<file path="src/rtl/frv_lsu_response_if.sv">
// Data-memory response channel between the memory system and the LSU response stage.
// The memory side drives the response; the LSU side returns the accept strobe.
interface frv_lsu_response_if;
    logic        dmem_recv;
    logic        dmem_ack;
    logic [31:0] dmem_rdata;
    logic        dmem_error;

    modport master (
        output dmem_recv,
        output dmem_rdata,
        output dmem_error,
        input  dmem_ack
    );

    modport slave (
        input  dmem_recv,
        input  dmem_rdata,
        input  dmem_error,
        output dmem_ack
    );
endinterface

</file>
<file path="src/rtl/frv_lsu_response.sv">
// Stage-4 LSU response unit: tracks granted-but-unanswered data-memory requests,
// pairs responses with the stage-4 load/store, aligns and extends load data, and
// silently drains responses that belong to flushed instructions.
// Optional macro FRV_LSU_BUS_ERROR_EN: when defined, dmem/MMIO errors raise an
// access-fault trap (cause 5 for loads, 7 for stores); otherwise errors are ignored.
module frv_lsu_response #(
    parameter int MAX_OUTSTANDING  = 2,
    parameter int MMIO_RESP_CYCLES = 0
) (
    input  logic                     g_clk,
    input  logic                     g_resetn,
    input  logic                     flush,
    input  logic                     req_issued,
    input  logic                     s4_valid,
    output logic                     s4_busy,
    input  logic                     s4_load,
    input  logic                     s4_store,
    input  logic                     s4_byte,
    input  logic                     s4_half,
    input  logic                     s4_signed,
    input  logic                     s4_mmio,
    input  logic [1:0]               s4_addr_lo,
    input  logic                     s4_trap_in,
    frv_lsu_response_if.slave        bus,
    input  logic [31:0]              mmio_rdata,
    input  logic                     mmio_error,
    output logic                     o_valid,
    output logic [31:0]              o_wdata,
    output logic                     o_trap,
    output logic [5:0]               o_cause,
    input  logic                     i_busy
);

    localparam int            CW        = $clog2(MAX_OUTSTANDING + 1);
    localparam logic [CW-1:0] MAX_CNT   = CW'(MAX_OUTSTANDING);
    localparam int            MW        = (MMIO_RESP_CYCLES > 1) ? $clog2(MMIO_RESP_CYCLES) : 1;
    localparam logic [MW-1:0] MMIO_LAST = MW'((MMIO_RESP_CYCLES > 0) ? MMIO_RESP_CYCLES - 1 : 0);

    typedef enum logic [1:0] {
        IDLE,
        WAIT,
        MMIO,
        DONE
    } state_t;

    state_t        state;
    state_t        state_next;
    logic [CW-1:0] outstanding;
    logic [CW-1:0] drop;
    logic          buf_valid;
    logic [31:0]   buf_rdata;
    logic          buf_error;
    logic [MW-1:0] mmio_cnt;
    logic [MW-1:0] mmio_cnt_next;
    logic          drop_active;
    logic          accept;
    logic          dec_out;
    logic          take_resp;
    logic          load_result;
    logic [31:0]   src_rdata;
    logic          src_error;
    logic [7:0]    byte_sel;
    logic [15:0]   half_sel;
    logic [31:0]   res_wdata;
    logic [31:0]   wdata_q;

    // Responses are accepted whenever they will be dropped or there is room to hold them.
    assign drop_active  = (drop != '0);
    assign bus.dmem_ack = bus.dmem_recv && (drop_active || !buf_valid);
    assign accept       = bus.dmem_recv && bus.dmem_ack;
    assign dec_out      = accept && (outstanding != '0);
    assign take_resp    = accept && !drop_active;

    // Outstanding and drop counters; a flush turns every live request into one to drain.
    always_ff @(posedge g_clk) begin
        if (!g_resetn) begin
            outstanding <= '0;
            drop        <= '0;
        end else begin
            outstanding <= outstanding + CW'(req_issued) - CW'(dec_out);
            if (flush) begin
                drop <= outstanding - CW'(dec_out);
            end else if (accept && drop_active) begin
                drop <= drop - CW'(1);
            end
        end
    end

    // One-entry buffer for a live response that arrives before stage 4 is waiting for it.
    always_ff @(posedge g_clk) begin
        if (!g_resetn) begin
            buf_valid <= 1'b0;
            buf_rdata <= '0;
            buf_error <= 1'b0;
        end else if (flush) begin
            buf_valid <= 1'b0;
        end else if (state == WAIT && buf_valid) begin
            buf_valid <= 1'b0;
        end else if (take_resp && state != WAIT) begin
            buf_valid <= 1'b1;
            buf_rdata <= bus.dmem_rdata;
            buf_error <= bus.dmem_error;
        end
    end

    // Pick the data source for the current instruction and align/extend it.
    always_comb begin
        src_rdata = mmio_rdata;
        src_error = mmio_error;
        if (state == WAIT) begin
            src_rdata = buf_valid ? buf_rdata : bus.dmem_rdata;
            src_error = buf_valid ? buf_error : bus.dmem_error;
        end
        byte_sel  = src_rdata[{s4_addr_lo, 3'b000} +: 8];
        half_sel  = src_rdata[{s4_addr_lo[1], 4'b0000} +: 16];
        res_wdata = '0;
        if (s4_load) begin
            if (s4_byte) begin
                res_wdata = {{24{s4_signed && byte_sel[7]}}, byte_sel};
            end else if (s4_half) begin
                res_wdata = {{16{s4_signed && half_sel[15]}}, half_sel};
            end else begin
                res_wdata = src_rdata;
            end
        end
`ifdef FRV_LSU_BUS_ERROR_EN
        if (src_error && (s4_load || s4_store)) begin
            res_wdata = '0;
        end
`endif
    end

    // Next-state logic; flush overrides everything and abandons the stage-4 instruction.
    always_comb begin
        state_next    = state;
        mmio_cnt_next = mmio_cnt;
        load_result   = 1'b0;
        case (state)
            IDLE: begin
                if (s4_valid) begin
                    if (s4_trap_in || !(s4_load || s4_store)) begin
                        state_next = DONE;
                    end else if (!s4_mmio) begin
                        state_next = WAIT;
                    end else if (MMIO_RESP_CYCLES > 0) begin
                        state_next    = MMIO;
                        mmio_cnt_next = '0;
                    end else begin
                        state_next  = DONE;
                        load_result = 1'b1;
                    end
                end
            end
            WAIT: begin
                if (buf_valid || take_resp) begin
                    state_next  = DONE;
                    load_result = 1'b1;
                end
            end
            MMIO: begin
                if (mmio_cnt == MMIO_LAST) begin
                    state_next  = DONE;
                    load_result = 1'b1;
                end else begin
                    mmio_cnt_next = mmio_cnt + MW'(1);
                end
            end
            DONE: begin
                if (!i_busy) begin
                    state_next = IDLE;
                end
            end
            default: begin
                state_next = IDLE;
            end
        endcase
        if (flush) begin
            state_next  = IDLE;
            load_result = 1'b0;
        end
    end

    // State register and result capture; results read as zero outside DONE.
    always_ff @(posedge g_clk) begin
        if (!g_resetn) begin
            state    <= IDLE;
            mmio_cnt <= '0;
            wdata_q  <= '0;
        end else begin
            state    <= state_next;
            mmio_cnt <= mmio_cnt_next;
            if (load_result) begin
                wdata_q <= res_wdata;
            end else if (state_next != DONE) begin
                wdata_q <= '0;
            end
        end
    end

`ifdef FRV_LSU_BUS_ERROR_EN
    logic       trap_q;
    logic [5:0] cause_q;

    // Access-fault capture alongside the result; a store fault reports cause 7, a load 5.
    always_ff @(posedge g_clk) begin
        if (!g_resetn) begin
            trap_q  <= 1'b0;
            cause_q <= '0;
        end else if (load_result) begin
            trap_q  <= src_error && (s4_load || s4_store);
            cause_q <= (src_error && (s4_load || s4_store)) ? (s4_store ? 6'd7 : 6'd5) : 6'd0;
        end else if (state_next != DONE) begin
            trap_q  <= 1'b0;
            cause_q <= '0;
        end
    end

    assign o_trap  = trap_q;
    assign o_cause = cause_q;
`else
    logic unused_error;
    assign unused_error = src_error;
    assign o_trap       = 1'b0;
    assign o_cause      = 6'd0;
`endif

    assign o_valid = (state == DONE);
    assign o_wdata = wdata_q;
    assign s4_busy = s4_valid && !(state == DONE && !i_busy);

    a_no_overflow: assert property (@(posedge g_clk) disable iff (!g_resetn)
        !(req_issued && (outstanding == MAX_CNT)));

endmodule

</file>
<file path="src/flat_wrapper.sv">
// flat-port wrapper written by rule: the top's interface ports become plain ports
module frv_lsu_response_flat 
#(
    parameter int MAX_OUTSTANDING  = 2,
    parameter int MMIO_RESP_CYCLES = 0
)
  (g_clk, g_resetn, flush, req_issued, s4_valid, s4_busy, s4_load, s4_store, s4_byte, s4_half, s4_signed, s4_mmio, s4_addr_lo, s4_trap_in, mmio_rdata, mmio_error, o_valid, o_wdata, o_trap, o_cause, i_busy, bus_dmem_recv, bus_dmem_rdata, bus_dmem_error, bus_dmem_ack);
  frv_lsu_response_if bus_i ();
  input  logic g_clk;
  input  logic g_resetn;
  input  logic flush;
  input  logic req_issued;
  input  logic s4_valid;
  output logic s4_busy;
  input  logic s4_load;
  input  logic s4_store;
  input  logic s4_byte;
  input  logic s4_half;
  input  logic s4_signed;
  input  logic s4_mmio;
  input  logic [1:0] s4_addr_lo;
  input  logic s4_trap_in;
  input  logic [31:0] mmio_rdata;
  input  logic mmio_error;
  output logic o_valid;
  output logic [31:0] o_wdata;
  output logic o_trap;
  output logic [5:0] o_cause;
  input  logic i_busy;
  input wire logic [$bits(bus_i.dmem_recv)-1:0] bus_dmem_recv;
  input wire logic [$bits(bus_i.dmem_rdata)-1:0] bus_dmem_rdata;
  input wire logic [$bits(bus_i.dmem_error)-1:0] bus_dmem_error;
  output wire logic [$bits(bus_i.dmem_ack)-1:0] bus_dmem_ack;
  assign bus_i.dmem_recv = bus_dmem_recv;
  assign bus_i.dmem_rdata = bus_dmem_rdata;
  assign bus_i.dmem_error = bus_dmem_error;
  assign bus_dmem_ack = bus_i.dmem_ack;
  frv_lsu_response #(.MAX_OUTSTANDING(MAX_OUTSTANDING), .MMIO_RESP_CYCLES(MMIO_RESP_CYCLES)) u_core (.g_clk(g_clk), .g_resetn(g_resetn), .flush(flush), .req_issued(req_issued), .s4_valid(s4_valid), .s4_busy(s4_busy), .s4_load(s4_load), .s4_store(s4_store), .s4_byte(s4_byte), .s4_half(s4_half), .s4_signed(s4_signed), .s4_mmio(s4_mmio), .s4_addr_lo(s4_addr_lo), .s4_trap_in(s4_trap_in), .bus(bus_i), .mmio_rdata(mmio_rdata), .mmio_error(mmio_error), .o_valid(o_valid), .o_wdata(o_wdata), .o_trap(o_trap), .o_cause(o_cause), .i_busy(i_busy));
endmodule
</file>
<file path="config.mk">
export PLATFORM = sky130hd
export DESIGN_NAME = frv_lsu_response_flat
export DESIGN_NICKNAME = d
export VERILOG_FILES = /design/src/rtl/frv_lsu_response_if.sv /design/src/rtl/frv_lsu_response.sv /design/src/flat_wrapper.sv
export SDC_FILE = /design/constraint.sdc
export NUM_CORES = 1
export LEC_CHECK = 0
export CORE_ASPECT_RATIO = 1.25
export CORE_MARGIN = 5
export CORE_UTILIZATION = 47
export CTS_CLUSTER_DIAMETER = 200
export DETAILED_ROUTE_END_ITERATION = 8
export HOLD_SLACK_MARGIN = 0.1
export PLACE_DENSITY = 0.8
export SYNTH_ARGS = -nofsm -noshare
export SYNTH_HDL_FRONTEND = slang
export SYNTH_SLANG_ARGS = --single-unit
</file>
<file path="constraint.sdc">
create_clock -name g_clk -period 2.3 [get_ports g_clk]
set_input_delay 0.23 -clock g_clk [delete_from_list [all_inputs] [get_ports g_clk]]
set_output_delay 0.23 -clock g_clk [all_outputs]
set_load 0.01 [all_outputs]
</file>
==> flow_summary.json <==
{
  "die_width_um": 92.9,
  "clk_path_buf_depth": 2,
  "io_pins": 124,
  "status": "complete, no violations",
  "core_um2": 8330,
  "yosysSeqAreaShare": 0.352,
  "mostFrequentLayoutCells": "clkdlybuf4s50_1 (114), nand2_1 (92), dfxtp_1 (71)",
  "cpLargestDelayFamily": "compound AO/OA/AOI/OAI gates",
  "crit_path_end_kind": "flop",
  "power_uw": 3450,
  "die_h_um": 114,
  "ys_ff_latch": 71,
  "critical_path_arrival_ns": 2.41,
  "io_buffers": 114,
  "finalSetupViolCount": 0,
  "cpMostUsedCell": "o21ai_0",
  "r2r_setup_slack_ns": 0.13,
  "crit_fanout": 15,
  "dieArea_um2": 10600,
  "hold_buffers": 0,
  "period_minus_slack_ns": 2.17,
  "netlist_instances": 473,
  "htree_levels": 3,
  "worst_pin_slew_ns": 0.620,
  "drt_iter0_drc": 310,
  "finalClockSkew_ns": 0.00830,
  "maxSlewViolCount": 0,
  "clockRootBuffer": "clkbuf_8",
  "drv_cap": 0,
  "p_leak_uw": 0.00203,
  "vdd_drop_max_uv": 326,
  "dr.pass1.iters": 4,
  "finalSetupTns_ns": 0,
  "synth_edf_count": 0,
  "viasPerCell": 5.68,
  "holdCritPathClass": "input pin to flop",
  "grt_pass1_vias": 3917,
  "grt_pass1_wl_um": 19300,
  "crit_chain": "buf_4, mux2i_1, nand2_1, o21ai_0, o21ai_0, a221o_1",
  "clk_pin_slew_worst_paths_ns": 0.07,
  "worstSetupPathType": "flop to flop",
  "grt_max_degree": 37,
  "n_antenna_cell": 0,
  "synthTopCellsByArea": "dfxtp_1 (35%), nand2_1 (8.5%), mux2i_1 (6.4%)",
  "max_stage_delay_ns": 0.59,
  "rows": 37,
  "worstPathRequired_ns": 2.53,
  "cts_buffers": 9,
  "ys_types": 45,
  "ys_warn_count": 0,
  "slowest_stage": "dfxtp_1",
  "final_util": 0.670,
  "antenna_found_initial": 0,
  "ys.flop_type": "dfxtp_1",
  "synth.avg_cell_area_um2": 8.54,
  "drive_above_1_share": 0.125,
  "synth.cell_area_um2": 4040,
  "initial_utilization": 0.485,
  "synth-async-reset-ratio": 0,
  "worstSetupStartpointType": "flop",
  "yosys.area.top_type": "dfxtp_1",
  "path_buf_inv": 1,
  "fin_nets": 673,
  "num_vias": 3916,
  "area_delta_synth_final_pct": 38.2,
  "dp.cells": 674,
  "fmax_mhz": 460,
  "clk_latency_ns": 0.35,
  "drt-total-wl_um": 12200,
  "final_cell_count_no_fill": 690,
  "place_congestion": 0.929,
  "drt.antenna.violating_nets": 0,
  "cts_tree": "done",
  "synth_top_area_frac": 0.352,
  "grt_overflow": 0,
  "powerDensity_nw_per_um2": 618,
  "post_drt_wl_per_cell_um": 17.7,
  "grt_usage": 0.230,
  "post-dp-hpwl_um": 9400,
  "finalHoldViolCount": 0,
  "cts.sinks": 71,
  "slew_headroom": 0.583,
  "layout_commonest_cell": "clkdlybuf4s50_1",
  "rsz0062_at_grt": "false",
  "finalCritPeriodShare": 0.944,
  "post-route-drc-count": 0
}
## through the flow
step / area, µm² / hold WS, ns / setup slack (ns)
2_1_floorplan: 4060 / 0.375 / 0.140
3_3_place_gp: 5330 / 0.446 / 0.104
3_5_place_dp: 5330 / 0.452 / 0.106
4_1_cts: 5580 / 0.458 / 0.136
5_1_grt: 5590 / 0.461 / 0.00304
6_report: 5590 / 0.462 / 0.128
## final timing paths
check | startpoint | endpoint | cells past startpoint
worst max-delay path | u_core.buf_valid$_SDFFE_PP0P_ | u_core.o_wdata[12]$_SDFFE_PN0P_ | 6
worst min register to register | u_core.buf_rdata[18]$_SDFFE_PN0P_ | u_core.buf_rdata[18]$_SDFFE_PN0P_ | 2
worst max register to register | u_core.buf_valid$_SDFFE_PP0P_ | u_core.o_wdata[12]$_SDFFE_PN0P_ | 6
worst min-delay path | bus_dmem_rdata[10] | u_core.buf_rdata[10]$_SDFFE_PN0P_ | 3
## cells by family after synthesis
logic type	count (synthesis)	synth area share
compound gates	143	0.269
simple gates	146	0.152
fa+ha+maj	3	0.00929
mux	52	0.145
other cells	1	0.000928
xor+xnor	3	0.00650
flops	71	0.352
buf+inv	54	0.0656
## cell usage after synthesis, drive strengths merged, types with 2 or more instances
| cell type | number |
|---|---|
| inv | 12 |
| o21bai | 2 |
| mux4 | 3 |
| buf | 28 |
| mux2 | 23 |
| nand2 | 92 |
| a32o | 7 |
| nor2b | 6 |
| ha | 3 |
| o211ai | 26 |
| nand2b | 4 |
| a211oi | 10 |
| xor2 | 2 |
| dfxtp | 71 |
| and2 | 4 |
| nor3 | 2 |
| nor2 | 31 |
| mux2i | 26 |
| o2bb2ai | 18 |
| nand3 | 3 |
| a221o | 8 |
| clkbuf | 14 |
| o31ai | 2 |
| a21boi | 33 |
| a21oi | 11 |
| o21a | 2 |
| o21ai | 18 |
| a2111oi | 2 |
## power by group
group	switching (µW)	internal [µW]
logic	440	427
clock network	483	746
registers	47.0	1310
## metal layers
layer  vias to the layer above  track usage  part of all wire
li1                       1921            -                 -
met1                      1829        0.268              0.40
met2                       144        0.418              0.51
met3                        22       0.0449             0.067
met4                         0       0.0802             0.023
met5                         -            0                 0
## flip-flops by register name (all words and copies together) (netlist names)
register,flops
u_core.buf_rdata,32
u_core.buf_valid,1
u_core.drop,2
u_core.o_wdata,32
u_core.outstanding,2
u_core.state,2
## worst reg2reg max path, cell delays in order (launching register included)
cell	delay [ns]
dfxtp_1	0.59
buf_4	0.36
mux2i_1	0.24
nand2_1	0.07
o21ai_0	0.25
o21ai_0	0.20
a221o_1	0.36
## layout make-up
type / instances / area, µm²
multi-input cells: 354 / 2390
well taps: 97 / 121
clock buffers: 10 / 138
flip-flops and latches: 71 / 1420
repair buffers: 140 / 1360
fillers: 710 / 2750
inverters: 12 / 45.0
clock inverters: 6 / 108
## repair_timing
action,in CTS,in global routing
setup endpoints to repair,0,16
buffers inserted,0,0
resized for setup,0,1
(Power assumes the default switching activity.)
